`src/rtl/pipeline_controller_pkg.sv`:
```
// pipeline_controller_pkg: shared stall encodings, boundary indices and FSM states
package pipeline_controller_pkg;
  localparam int STALL_BUS = 5;
  localparam int ADDR_BUS = 32;
  localparam int STALL_PC = 0;
  localparam int STALL_IFID = 1;
  localparam int STALL_IDEX = 2;
  localparam int STALL_EXMEM = 3;
  localparam int STALL_MEMWB = 4;
  typedef logic [STALL_BUS-1:0] stall_t;
  localparam stall_t STALL_NONE = 5'b00000;
  localparam stall_t STALL_IF = 5'b00001;
  localparam stall_t STALL_ID = 5'b00011;
  localparam stall_t STALL_EX = 5'b00111;
  localparam stall_t STALL_MEM = 5'b01111;
  typedef enum logic [1:0] {RUN, WAIT, FLUSH} state_t;
endpackage

```
`src/rtl/pipeline_controller_if.sv`:
```
// pipeline_controller_if: stall requests, exception input and stall/flush/perf outputs
interface pipeline_controller_if
  import pipeline_controller_pkg::*;
#(
  parameter int ADDR_WIDTH = ADDR_BUS,
  parameter int CNT_WIDTH = 32
);
  logic stall_req_if;
  logic stall_req_id;
  logic stall_req_ex;
  logic stall_req_mem;
  logic exc_valid;
  logic [ADDR_WIDTH-1:0] exc_pc;
  stall_t stall;
  logic flush;
  logic [ADDR_WIDTH-1:0] flush_pc;
  logic [CNT_WIDTH-1:0] perf_stall_cycles;
  logic [CNT_WIDTH-1:0] perf_flush_count;
  modport master (
    input stall_req_if, stall_req_id, stall_req_ex, stall_req_mem, exc_valid, exc_pc,
    output stall, flush, flush_pc, perf_stall_cycles, perf_flush_count
  );
  modport slave (
    output stall_req_if, stall_req_id, stall_req_ex, stall_req_mem, exc_valid, exc_pc,
    input stall, flush, flush_pc, perf_stall_cycles, perf_flush_count
  );
endinterface

```
`src/rtl/stall_encoder.sv`:
```
// stall_encoder: highest requesting stage wins, giving a contiguous stall vector
module stall_encoder
  import pipeline_controller_pkg::*;
(
  input  logic   req_if,
  input  logic   req_id,
  input  logic   req_ex,
  input  logic   req_mem,
  output stall_t stall
);
  always_comb begin
    stall = req_mem ? STALL_MEM : req_ex ? STALL_EX : req_id ? STALL_ID : req_if ? STALL_IF : STALL_NONE;
  end
endmodule

```
`src/rtl/pipeline_controller.sv`:
```
// pipeline_controller: stall vector merge, deferred exception flush sequencing and perf counters
module pipeline_controller
  import pipeline_controller_pkg::*;
#(
  parameter int ADDR_WIDTH = ADDR_BUS,
  parameter int CNT_WIDTH = 32
)
(
  input logic clk,
  input logic rst,
  pipeline_controller_if.master bus
);
  state_t state, next;
  stall_t enc;
  logic [ADDR_WIDTH-1:0] tgt;
  stall_encoder u_enc (
    .req_if (bus.stall_req_if),
    .req_id (bus.stall_req_id),
    .req_ex (bus.stall_req_ex),
    .req_mem(bus.stall_req_mem),
    .stall  (enc)
  );
  always_comb begin
    next = state == FLUSH ? RUN : (state == WAIT || bus.exc_valid) ? (bus.stall_req_mem ? WAIT : FLUSH) : RUN;
    bus.flush = !rst && state == FLUSH;
    bus.stall = (rst || state == FLUSH) ? STALL_NONE : enc;
  end
  always_ff @(posedge clk) begin
    if (rst) begin
      state <= RUN;
      tgt <= '0;
      bus.flush_pc <= '0;
      bus.perf_stall_cycles <= '0;
      bus.perf_flush_count <= '0;
    end else begin
      state <= next;
      if (state == RUN && bus.exc_valid) tgt <= bus.exc_pc;
      if (next == FLUSH) bus.flush_pc <= state == RUN ? bus.exc_pc : tgt;
      bus.perf_stall_cycles <= bus.perf_stall_cycles + CNT_WIDTH'(|bus.stall);
      bus.perf_flush_count <= bus.perf_flush_count + CNT_WIDTH'(bus.flush);
    end
  end
endmodule

```
`src/flat_wrapper.sv`:
```
// flat-port wrapper written by rule: the top's interface ports become plain ports
module pipeline_controller_flat import pipeline_controller_pkg::*;
#(
  parameter int ADDR_WIDTH = ADDR_BUS,
  parameter int CNT_WIDTH = 32
)
  (clk, rst, bus_stall_req_if, bus_stall_req_id, bus_stall_req_ex, bus_stall_req_mem, bus_exc_valid, bus_exc_pc, bus_stall, bus_flush, bus_flush_pc, bus_perf_stall_cycles, bus_perf_flush_count);
  pipeline_controller_if #(.ADDR_WIDTH(ADDR_WIDTH), .CNT_WIDTH(CNT_WIDTH)) bus_i ();
  input logic clk;
  input logic rst;
  input wire logic [$bits(bus_i.stall_req_if)-1:0] bus_stall_req_if;
  input wire logic [$bits(bus_i.stall_req_id)-1:0] bus_stall_req_id;
  input wire logic [$bits(bus_i.stall_req_ex)-1:0] bus_stall_req_ex;
  input wire logic [$bits(bus_i.stall_req_mem)-1:0] bus_stall_req_mem;
  input wire logic [$bits(bus_i.exc_valid)-1:0] bus_exc_valid;
  input wire logic [$bits(bus_i.exc_pc)-1:0] bus_exc_pc;
  output wire logic [$bits(bus_i.stall)-1:0] bus_stall;
  output wire logic [$bits(bus_i.flush)-1:0] bus_flush;
  output wire logic [$bits(bus_i.flush_pc)-1:0] bus_flush_pc;
  output wire logic [$bits(bus_i.perf_stall_cycles)-1:0] bus_perf_stall_cycles;
  output wire logic [$bits(bus_i.perf_flush_count)-1:0] bus_perf_flush_count;
  assign bus_i.stall_req_if = bus_stall_req_if;
  assign bus_i.stall_req_id = bus_stall_req_id;
  assign bus_i.stall_req_ex = bus_stall_req_ex;
  assign bus_i.stall_req_mem = bus_stall_req_mem;
  assign bus_i.exc_valid = bus_exc_valid;
  assign bus_i.exc_pc = bus_exc_pc;
  assign bus_stall = bus_i.stall;
  assign bus_flush = bus_i.flush;
  assign bus_flush_pc = bus_i.flush_pc;
  assign bus_perf_stall_cycles = bus_i.perf_stall_cycles;
  assign bus_perf_flush_count = bus_i.perf_flush_count;
  pipeline_controller #(.ADDR_WIDTH(ADDR_WIDTH), .CNT_WIDTH(CNT_WIDTH)) u_core (.clk(clk), .rst(rst), .bus(bus_i));
endmodule
```
`config.mk`:
```
export PLATFORM = sky130hd
export DESIGN_NAME = pipeline_controller_flat
export DESIGN_NICKNAME = d
export VERILOG_FILES = /design/src/rtl/pipeline_controller_pkg.sv /design/src/rtl/pipeline_controller_if.sv /design/src/rtl/stall_encoder.sv /design/src/rtl/pipeline_controller.sv /design/src/flat_wrapper.sv
export SDC_FILE = /design/constraint.sdc
export NUM_CORES = 1
export LEC_CHECK = 0
export BUFFER_PORTS_ARGS = -buffer_cell sky130_fd_sc_hd__clkbuf_2
export CORE_ASPECT_RATIO = 0.9
export CORE_MARGIN = 3
export CORE_UTILIZATION = 48
export DETAILED_ROUTE_END_ITERATION = 12
export GPL_ROUTABILITY_DRIVEN = 0
export PLACE_DENSITY = 0.72
export SLEW_MARGIN = 40
export SYNTH_ARGS = -nofsm -noshare
export SYNTH_HDL_FRONTEND = slang
export SYNTH_SLANG_ARGS = --single-unit
```
`constraint.sdc`:
```
create_clock -name clk -period 2.4 [get_ports clk]
set_input_delay 0 -clock clk [delete_from_list [all_inputs] [get_ports clk]]
set_output_delay 0 -clock clk [all_outputs]
set_load 0.1 [all_outputs]
```
==> results.toml, run 1 <==
[final_layout]
antenna_cells = 0
stdcell_count = 1015
finalNetCount = 890
syn2layout_area_growth_pct = 32.68
multi_input_comb_area_sq_um = 3064
drive_above_1_share_pct = 26.66
fillCellCount = 951
seq_area_sq_um = 2628

[pwr]
ir_drop_uv = 538.4
p_comb_share_pct = 13.8
switching_power_mw = 1.453
p_clk_share_pct = 43.7
p_sw_share_pct = 27.24
leakage_nw = 3.085
internal_power_mw = 3.881
p_seq_share_pct = 42.5
power_density_nw_per_um2 = 696.8

[setup_path]
end_kind = "flip-flop"
worst_ep_arrival_time_ns = 2.64
path_class = "reg2reg"
crit_path_start_kind = "flip-flop"
required_ns = 2.74
crit_fanout = 7

[timing]
rsz0062_at_grt = "no"
max_slew.worst_pin.slew_ns = 0.8169
whs_ns = 0.1145
finalMaxSlewViolations = 0
period_share_pct = 95.94
slew_headroom_pct = 45.54
skew_ns = 0.006016
fmax_ghz = 0.4343
setup_viol = 0
period_minus_slack_ns = 2.303
finalHoldViolCount = 0

[min_path]
hold_class = "in2reg"

[global_route]
antenna_found_initial = 1
track_usage_pct = 22.48
grt_pass1_vias = 5120
grt_pass1_wl_um = 24310
grt_start_max_net_pins = 78
grt-ovfl-total = 0

[synth]
synth.avg_cell_area_sq_um = 8.375
yosysWarnings = 0
syn_nets = 732
synth.cell_area_sq_um = 5771
syn_inst = 689
synth-seq-area-share_pct = 45.10
synth-seq-cells = 130
synth.distinct_cells = 34

[routing]
drc = 0
viasPerCell = 5.600
routed_wl_um = 15160
firstDrtPassIters = 5
vias = 5684
drtIter0Drc = 483
ant_nets = 0
wire_per_inst_um = 14.94

[placement]
dp_hpwl_um = 10080
dp_cells = 948
portBuffers = 139

[die]
core_area_sq_um = 11570
die_h_um = 110.0
start_util_pct = 49.86
rows = 37
dieArea_sq_um = 13380
io_pins = 141
die_x_um = 121.6

[flow_run]
cap_viol_max_count = 0

[cts]
h-tree-depth = 4
worstSkewPairLatency_ns = 0.41
ctsRootBufferMaster = "clkbuf_16"
clkSinkCount = 130
cts_buffers = 17
ctsLongestPathBuffers = 2
cts_tree = "built"
clkTransAtPathRegs_ns = 0.06

[run_status]
status = "finished, final reports clean"
==> kinds of logic after synthesis <==
| logic type | synth area share, % |
|---|---|
| flops | 45.10 |
| mux | 6.136 |
| compound gates | 15.31 |
| other cells | 0.06499 |
| simple gates | 24.52 |
| xor+xnor | 3.794 |
| buf+inv | 4.206 |
| fa+ha+maj | 0.8673 |
==> routing by layer <==
metal,up-vias,share of wire [%],global-route usage (%)
met4,2,0.91,6.160
li1,2777,-,-
met1,2707,44,28.26
met5,-,0.086,0
met3,18,7.5,7.857
met2,180,47,36.96
==> Yosys cell counts <==
library cell	n	area, sq um
buf_2	5	25.02
nand3_2	1	10.01
or2_2	1	6.260
or4_1	25	187.7
clkbuf_1	45	168.9
nand4_2	2	25.02
nor2_1	35	131.4
nand4_1	15	93.84
conb_1	1	3.750
o21a_1	1	7.510
or3_1	42	262.8
nand3_1	18	90.09
nor2b_1	8	50.05
buf_1	1	3.750
and2_1	4	25.02
buf_4	1	7.510
ha_1	4	50.05
a21oi_1	99	495.5
o21ai_0	40	200.2
mux2_2	3	33.78
dfxtp_1	130	2603
nor4_1	8	50.05
nor3b_1	1	7.510
nand2b_1	2	12.51
inv_1	10	37.54
mux2i_1	32	320.3
and4_1	8	70.07
xnor2_1	16	140.1
and2_0	1	6.260
xor2_1	9	78.83
o31ai_1	24	180.2
and3_1	5	31.28
nor3_1	8	40.04
nand2_1	84	315.3
==> registers in the layout, indices dropped and copies added (netlist names) <==
name / cells
u_core.state: 2
u_core.bus.perf_stall_cycles: 32
u_core.tgt: 32
u_core.bus.flush_pc: 32
u_core.bus.perf_flush_count: 32
==> worst max-delay path, cell delays in order (launching register included) <==
cell      delay, ns
dfxtp_1        0.36
nand2b_4       0.09
nand2b_1       0.07
a21oi_1        0.13
ha_2           0.24
ha_4           0.16
nand4_4        0.10
or3_4          0.44
or4_4          0.52
a21oi_2        0.12
==> stage by stage <==
step	setup TNS [ns]	cell area [sq um]	power (mW)	setup slack [ns]	utilization, %
floorplan	-0.2159	5923	2.845	-0.08849	-
global placement	0	6733	2.984	0.02787	58.17
detailed placement	-0.1086	6733	3.000	-0.04190	58.17
CTS	0	7607	5.380	0.01224	65.73
global route	0	7656	5.533	0.001711	66.15
finish	0	7656	5.335	0.09741	66.15
==> power groups by stage <==
stage / Combinational (mW) / Clock (mW) / Sequential [mW]
CTS: 0.733 / 2.38 / 2.27
detailed placement: 0.687 / 0 / 2.31
finish: 0.734 / 2.33 / 2.27
global placement: 0.675 / 0 / 2.31
floorplan: 0.295 / 0 / 2.55
global route: 0.782 / 2.48 / 2.28
==> final timing paths <==
path,startpoint,endpoint,slack [ns],cells after the start
worst max register to register,u_core.state[1],u_core.bus.perf_stall_cycles[28],0.1,9
worst min register to register,u_core.tgt[20],u_core.tgt[20],0.45,2
worst max-delay path,u_core.state[1],u_core.bus.perf_stall_cycles[28],0.1,9
worst min-delay path,rst,u_core.state[0],0.11,5
==> timing repair <==
action / in CTS / in global routing
setup endpoints to repair: 9 / 8
pin swaps: 0 / 6
setup buffers: 0 / 3
hold buffers: 33 / 0
endpoints found under the hold margin: 39 / 0
resized for setup: 2 / 7
==> area by class of cell <==
cell class | instances | share of cell area, %
Multi-Input combinational cell | 497 | 40.02
Sequential cell | 130 | 34.32
Timing Repair Buffer | 191 | 15.62
Clock buffer | 26 | 6.668
Tap cell | 156 | 2.549
Inverter | 10 | 0.4903
Clock inverter | 5 | 0.3269
==> layout by cell type (no fill, tap or decap), types with 16 or more instances in the layout <==
master | synthesis | layout
nand3_1 | 18 | 18
o31ai_1 | 24 | 23
or4_1 | 25 | 22
xnor2_1 | 16 | 16
dlygate4sd3_1 | 0 | 33
dfxtp_1 | 130 | 112
a21oi_1 | 99 | 96
clkbuf_2 | 0 | 138
mux2i_1 | 32 | 32
clkbuf_16 | 0 | 18
or3_1 | 42 | 40
nor2_1 | 35 | 33
nand2_1 | 84 | 83
dfxtp_2 | 0 | 17
buf_4 | 1 | 18
o21ai_0 | 40 | 40
No activity file was read; power rests on OpenSTA's default activity.
==> run 2, diff against run 1 <==
- BUFFER_PORTS_ARGS: -buffer_cell sky130_fd_sc_hd__clkbuf_2 -> default
- CORE_UTILIZATION: 48 -> 55
- CTS_CLUSTER_DIAMETER: default -> 150
- DONT_BUFFER_PORTS: default -> 1
- PLACE_DENSITY: 0.72 -> 0.69
==> run 2 against run 1 <==
Effect of this change:
- clock-buffer cell count fell by 4
- non-clock buffer count decreased by 29
- routed wire length up 5.1%
- register-to-register slack about the same
- sequential share of layout area down 1.0 points
- design area increased by 3.2%
- cell count down 5.7%
- utilization rose by 13 points
- worst setup slack got worse by 0.0046 ns
- largest power group unchanged
- highest routed layer is now met4
==> results.toml, run 2 (synthesis results as in run 1) <==
[final_layout]
fin_util_pct = 79.35
antenna_cells = 0
drive_above_1_share_pct = 23.71
layout_common_cells = "buf_4, dfxtp_1, a21oi_1"
final_common_cell = "buf_4"
syn2layout_area_growth_pct = 36.88
finalNetCount = 861
post-route-cell-area_sq_um = 7899

[min_path]
min_path_cells = 2
hold_class = "in2reg"

[cts]
clkTransAtPathRegs_ns = 0.05
cts_setup_buffers = 0
worstSkewPairLatency_ns = 0.41
h-tree-depth = 4
clkSinkCount = 130
ctsRootBufferMaster = "clkbuf_16"
cts_buffers = 17
ctsLongestPathBuffers = 2
cts_tree = "built"

[setup_path]
crit_path_start_kind = "flip-flop"
end_kind = "flip-flop"
r2r_slack_ns = 0.09
worst_ep_arrival_time_ns = 2.63
worstRegToRegCells = 9
required_ns = 2.72
path_class = "reg2reg"
crit_fanout = 19

[die]
core_area_sq_um = 9955
die_x_um = 114.0
io_pins = 141
rows = 34
die_h_um = 103.2
start_util_pct = 57.97
dieArea_sq_um = 11760

[timing]
period_share_pct = 96.13
rsz0062_at_grt = "no"
finalHoldViolCount = 0
finalMaxSlewViolations = 0
fmax_ghz = 0.4334
max_slew.worst_pin.slew_ns = 0.5958
slew_headroom_pct = 59.97
fin_ws_ns = 0.09276
setup_viol = 0
skew_ns = 0.007398
period_minus_slack_ns = 2.307

[routing]
routed_wl_um = 15930
firstDrtPassIters = 5
viasPerCell = 5.876
ant_nets = 0
vias = 5623
drc = 0
drtIter0Drc = 415
wire_per_inst_um = 16.65

[global_route]
track_usage_pct = 27.35
grt-ovfl-total = 0
antenna_found_initial = 0
grt_start_max_net_pins = 127
grt_pass1_wl_um = 26180
grt_pass1_vias = 5522

[pwr]
power_density_nw_per_um2 = 725.0
leakage_nw = 3.121
ir_drop_uv = 872.8
total_power_mw = 5.726

[placement]
place_area_sq_um = 6766
dp_worst_setup_slack_ns = 0.02388
portBuffers = 0
dp_hpwl_um = 9743

[run_status]
status = "finished, final reports clean"

[flow_run]
cap_viol_max_count = 0
==> run 2: worst paths after layout <==
check	startpoint	endpoint
max reg2reg	u_core.state[0]	u_core.bus.perf_stall_cycles[25]
max	u_core.state[0]	u_core.bus.perf_stall_cycles[25]
min	rst	u_core.bus.perf_stall_cycles[10]
min reg2reg	u_core.tgt[8]	u_core.tgt[8]
==> run 2: worst max-delay path: stages, from the launching register on <==
cell,delay (ns)
dfxtp_2,0.32
nand2b_4,0.13
nand2b_4,0.05
a21oi_2,0.11
ha_2,0.23
nand2_1,0.08
or4_1,0.47
buf_12,0.19
or4_1,0.47
a21oi_1,0.17
==> run 2: layer usage <==
layer / part of all wire, % / wire length [um] / track usage [%]
met1: 40 / 6365 / 32.37
met2: 51 / 8086 / 46.62
met3: 7.3 / 1167 / 9.075
met4: 2.0 / 313 / 10.32
met5: 0 / 0 / 0
==> run 2: repair_timing <==
action	4_1_cts	5_1_grt
pin swaps	0	3
hold endpoints to repair	130	0
endpoints found under the setup margin	1	10
gates resized for setup	1	8
hold buffers	45	0
==> run 2: layout make-up <==
type / instances / area (sq um)
clock inverters: 10 / 156.4
multi-input cells: 497 / 3073
flip-flops and latches: 130 / 2629
clock buffers: 22 / 464.2
fillers: 668 / 2056
well taps: 126 / 157.7
inverters: 10 / 37.54
repair buffers: 162 / 1381
==> run 2: where the power goes <==
group	internal (mW)	leakage [nW]	switching, mW	total, mW
Clock	1.79	0.304	0.923	2.71
Sequential	2.23	1.07	0.0323	2.26
Combinational	0.222	1.75	0.531	0.753
==> run 2: through the flow <==
step,setup TNS [ns],std cells,hold slack (ns)
global placement,0,880,0.07608
global route,0,957,0.06249
detailed placement,0,880,0.07653
finish,0,957,0.03461
CTS,0,957,0.03041
floorplan,-0.2159,689,0.1239
==> run 3, diff against run 2 <==
- CORE_UTILIZATION: 55 -> 40
- PLACE_DENSITY: 0.69 -> 0.52
==> run 3 against run 2 <==
Effect of this change:
- critical path type unchanged
- sequential share of layout area about the same
- sequential cell count is the same
- combinational power shrank 2.8%
- clock-buffer cell count up 2
- cell count up 6.2%
- global-route usage is 8.0 points lower
- total power shrank 1.8%
- routed wire length is 2.9% lower
- maximum frequency is 0.83% higher
- clock skew fell by 0.0014 ns
- worst setup slack better by 0.019 ns
==> results.toml, run 3 (synthesis results as in run 1) <==
[final_layout]
syn2layout_area_growth_pct = 36.99
antenna_cells = 0
fin_util_pct = 57.65
final_common_cell = "buf_4"
layout_common_cells = "buf_4, dfxtp_1, a21oi_1"
drive_above_1_share_pct = 24.06
finalNetCount = 857

[routing]
drtIter0Drc = 322
met2_length_um = 7361
viasPerCell = 5.316
highest_layer = "met4"
drt-met1-wl_um = 6804
routed_wl_um = 15480
met3_length_um = 1084
drc = 0
vias = 5401
firstDrtPassIters = 4
ant_nets = 0
wire_per_inst_um = 15.23

[cts]
cts_buffers = 17
clkSinkCount = 130
ctsLongestPathBuffers = 2
ctsRootBufferMaster = "clkbuf_16"
clkTransAtPathRegs_ns = 0.06
worstSkewPairLatency_ns = 0.41
h-tree-depth = 4
cts_tree = "built"

[setup_path]
required_ns = 2.74
r2r_start = "u_core.state[0]"
worstRegToRegCells = 9
end_kind = "flip-flop"
path_cells = "nand2b_4 -> nand2b_4 -> a21oi_2 -> ha_2 -> ha_4 -> nand4_4 -> or3_4 -> or4_1 -> a21oi_1"
reg2reg_to = "u_core.bus.perf_stall_cycles[28]"
cp_common_cell = "nand2b_4"
critPathBufInv = 0
path_class = "reg2reg"
r2r_slack_ns = 0.11
worst_ep_arrival_time_ns = 2.63
crit_path_start_kind = "flip-flop"
slowest_delay_ns = 0.51
crit_family = "simple AND/OR/NAND/NOR gates"
crit_slowest_cell = "or4_1"
crit_fanout = 8

[pwr]
p_sw_share_pct = 26.47
p_seq_share_pct = 40.2
p_clk_share_pct = 46.8
ir_drop_uv = 482.4
p_comb_share_pct = 13.0
internal_power_mw = 4.135
leakage_nw = 3.072
power_density_nw_per_um2 = 711.4
switching_power_mw = 1.489

[min_path]
hold_path_end = "u_core.state[0]"
hold_class = "in2reg"
hold_path_startpoint = "rst"
min_path_cells = 4

[timing]
setup_viol = 0
max_slew.worst_pin.slew_ns = 0.5736
fmax_ghz = 0.4370
whs_ns = 0.008513
finalHoldViolCount = 0
slew_headroom_pct = 61.47
skew_ns = 0.005969
finalMaxSlewViolations = 0
period_share_pct = 95.34
period_minus_slack_ns = 2.288

[die]
die_x_um = 132.6
core_area_sq_um = 13710
rows = 40
die_h_um = 119.9
start_util_pct = 42.08
dieArea_sq_um = 15910
io_pins = 141

[global_route]
grt-ovfl-total = 0
grt_pass1_vias = 5009
track_usage_pct = 19.38
grt_pass1_wl_um = 25540
grt_start_max_net_pins = 129
antenna_found_initial = 0

[run_status]
status = "finished, final reports clean"

[placement]
dp_hpwl_um = 10010
portBuffers = 0

[flow_run]
cap_viol_max_count = 0
-- run 3: worst max-delay path by stage --
stage / from / endpoint / slack [ns] / cells after the start
after floorplan: u_core.state[0] / u_core.bus.perf_flush_count[29] / -0.09 / 9
after global placement: u_core.state[0] / u_core.bus.perf_stall_cycles[15] / 0.04 / 9
after detailed placement: u_core.state[0] / u_core.bus.perf_stall_cycles[25] / -0.05 / 8
after CTS: u_core.state[0] / u_core.bus.perf_stall_cycles[28] / 0.07 / 9
after global routing: u_core.state[0] / u_core.bus.perf_stall_cycles[28] / -0.03 / 9
final: u_core.state[0] / u_core.bus.perf_stall_cycles[28] / 0.11 / 9
-- run 3: area by class of cell --
class                      instances  area, sq um
fill                            1266         5808
tap                              189        236.5
timing repair buffer             158         1314
sequential                       130         2628
inverter                          10        37.54
clock buffer                      24        513.0
clock inverter                     8        97.59
multi-input combinational        497         3079
-- run 3: worst min-delay path, cell delays in order --
cell	delay [ns]
nand2b_4	0.10
buf_4	0.14
nor2_2	0.05
o21a_1	0.09
-- run 3: repair_timing --
| item | in CTS | in global routing |
|---|---|---|
| resized for setup | 2 | 7 |
| hold buffers | 40 | 0 |
| buffers inserted | 0 | 2 |
| endpoints found under the setup margin | 7 | 7 |
| hold endpoints to repair | 130 | 0 |
| pin swaps | 0 | 4 |
-- run 3: through the flow --
| stage | instances | setup TNS, ns | total power [mW] | setup slack (ns) | cell area (sq um) |
|---|---|---|---|---|---|
| floorplan | 689 | -0.2159 | 2.845 | -0.08849 | 5923 |
| global placement | 942 | 0 | 2.920 | 0.04486 | 6813 |
| detailed placement | 942 | -0.08999 | 2.930 | -0.04658 | 6813 |
| CTS | 1014 | 0 | 5.691 | 0.06936 | 7860 |
| global route | 1016 | -0.02889 | 5.852 | -0.02819 | 7905 |
| finish | 1016 | 0 | 5.624 | 0.1118 | 7905 |
-- run 3: layer usage --
metal,vias up,track usage [%]
li1,2712,-
met1,2524,23.76
met2,146,31.44
met3,19,6.832
met4,0,7.143
met5,-,0
-- run 3: power groups by stage --
stage               Sequential [mW]  Combinational (mW)  Clock [mW]
detailed placement             2.31               0.624           0
floorplan                      2.55               0.295           0
global placement               2.30               0.617           0
CTS                            2.26               0.733        2.70
finish                         2.26               0.732        2.63
global route                   2.27               0.786        2.80
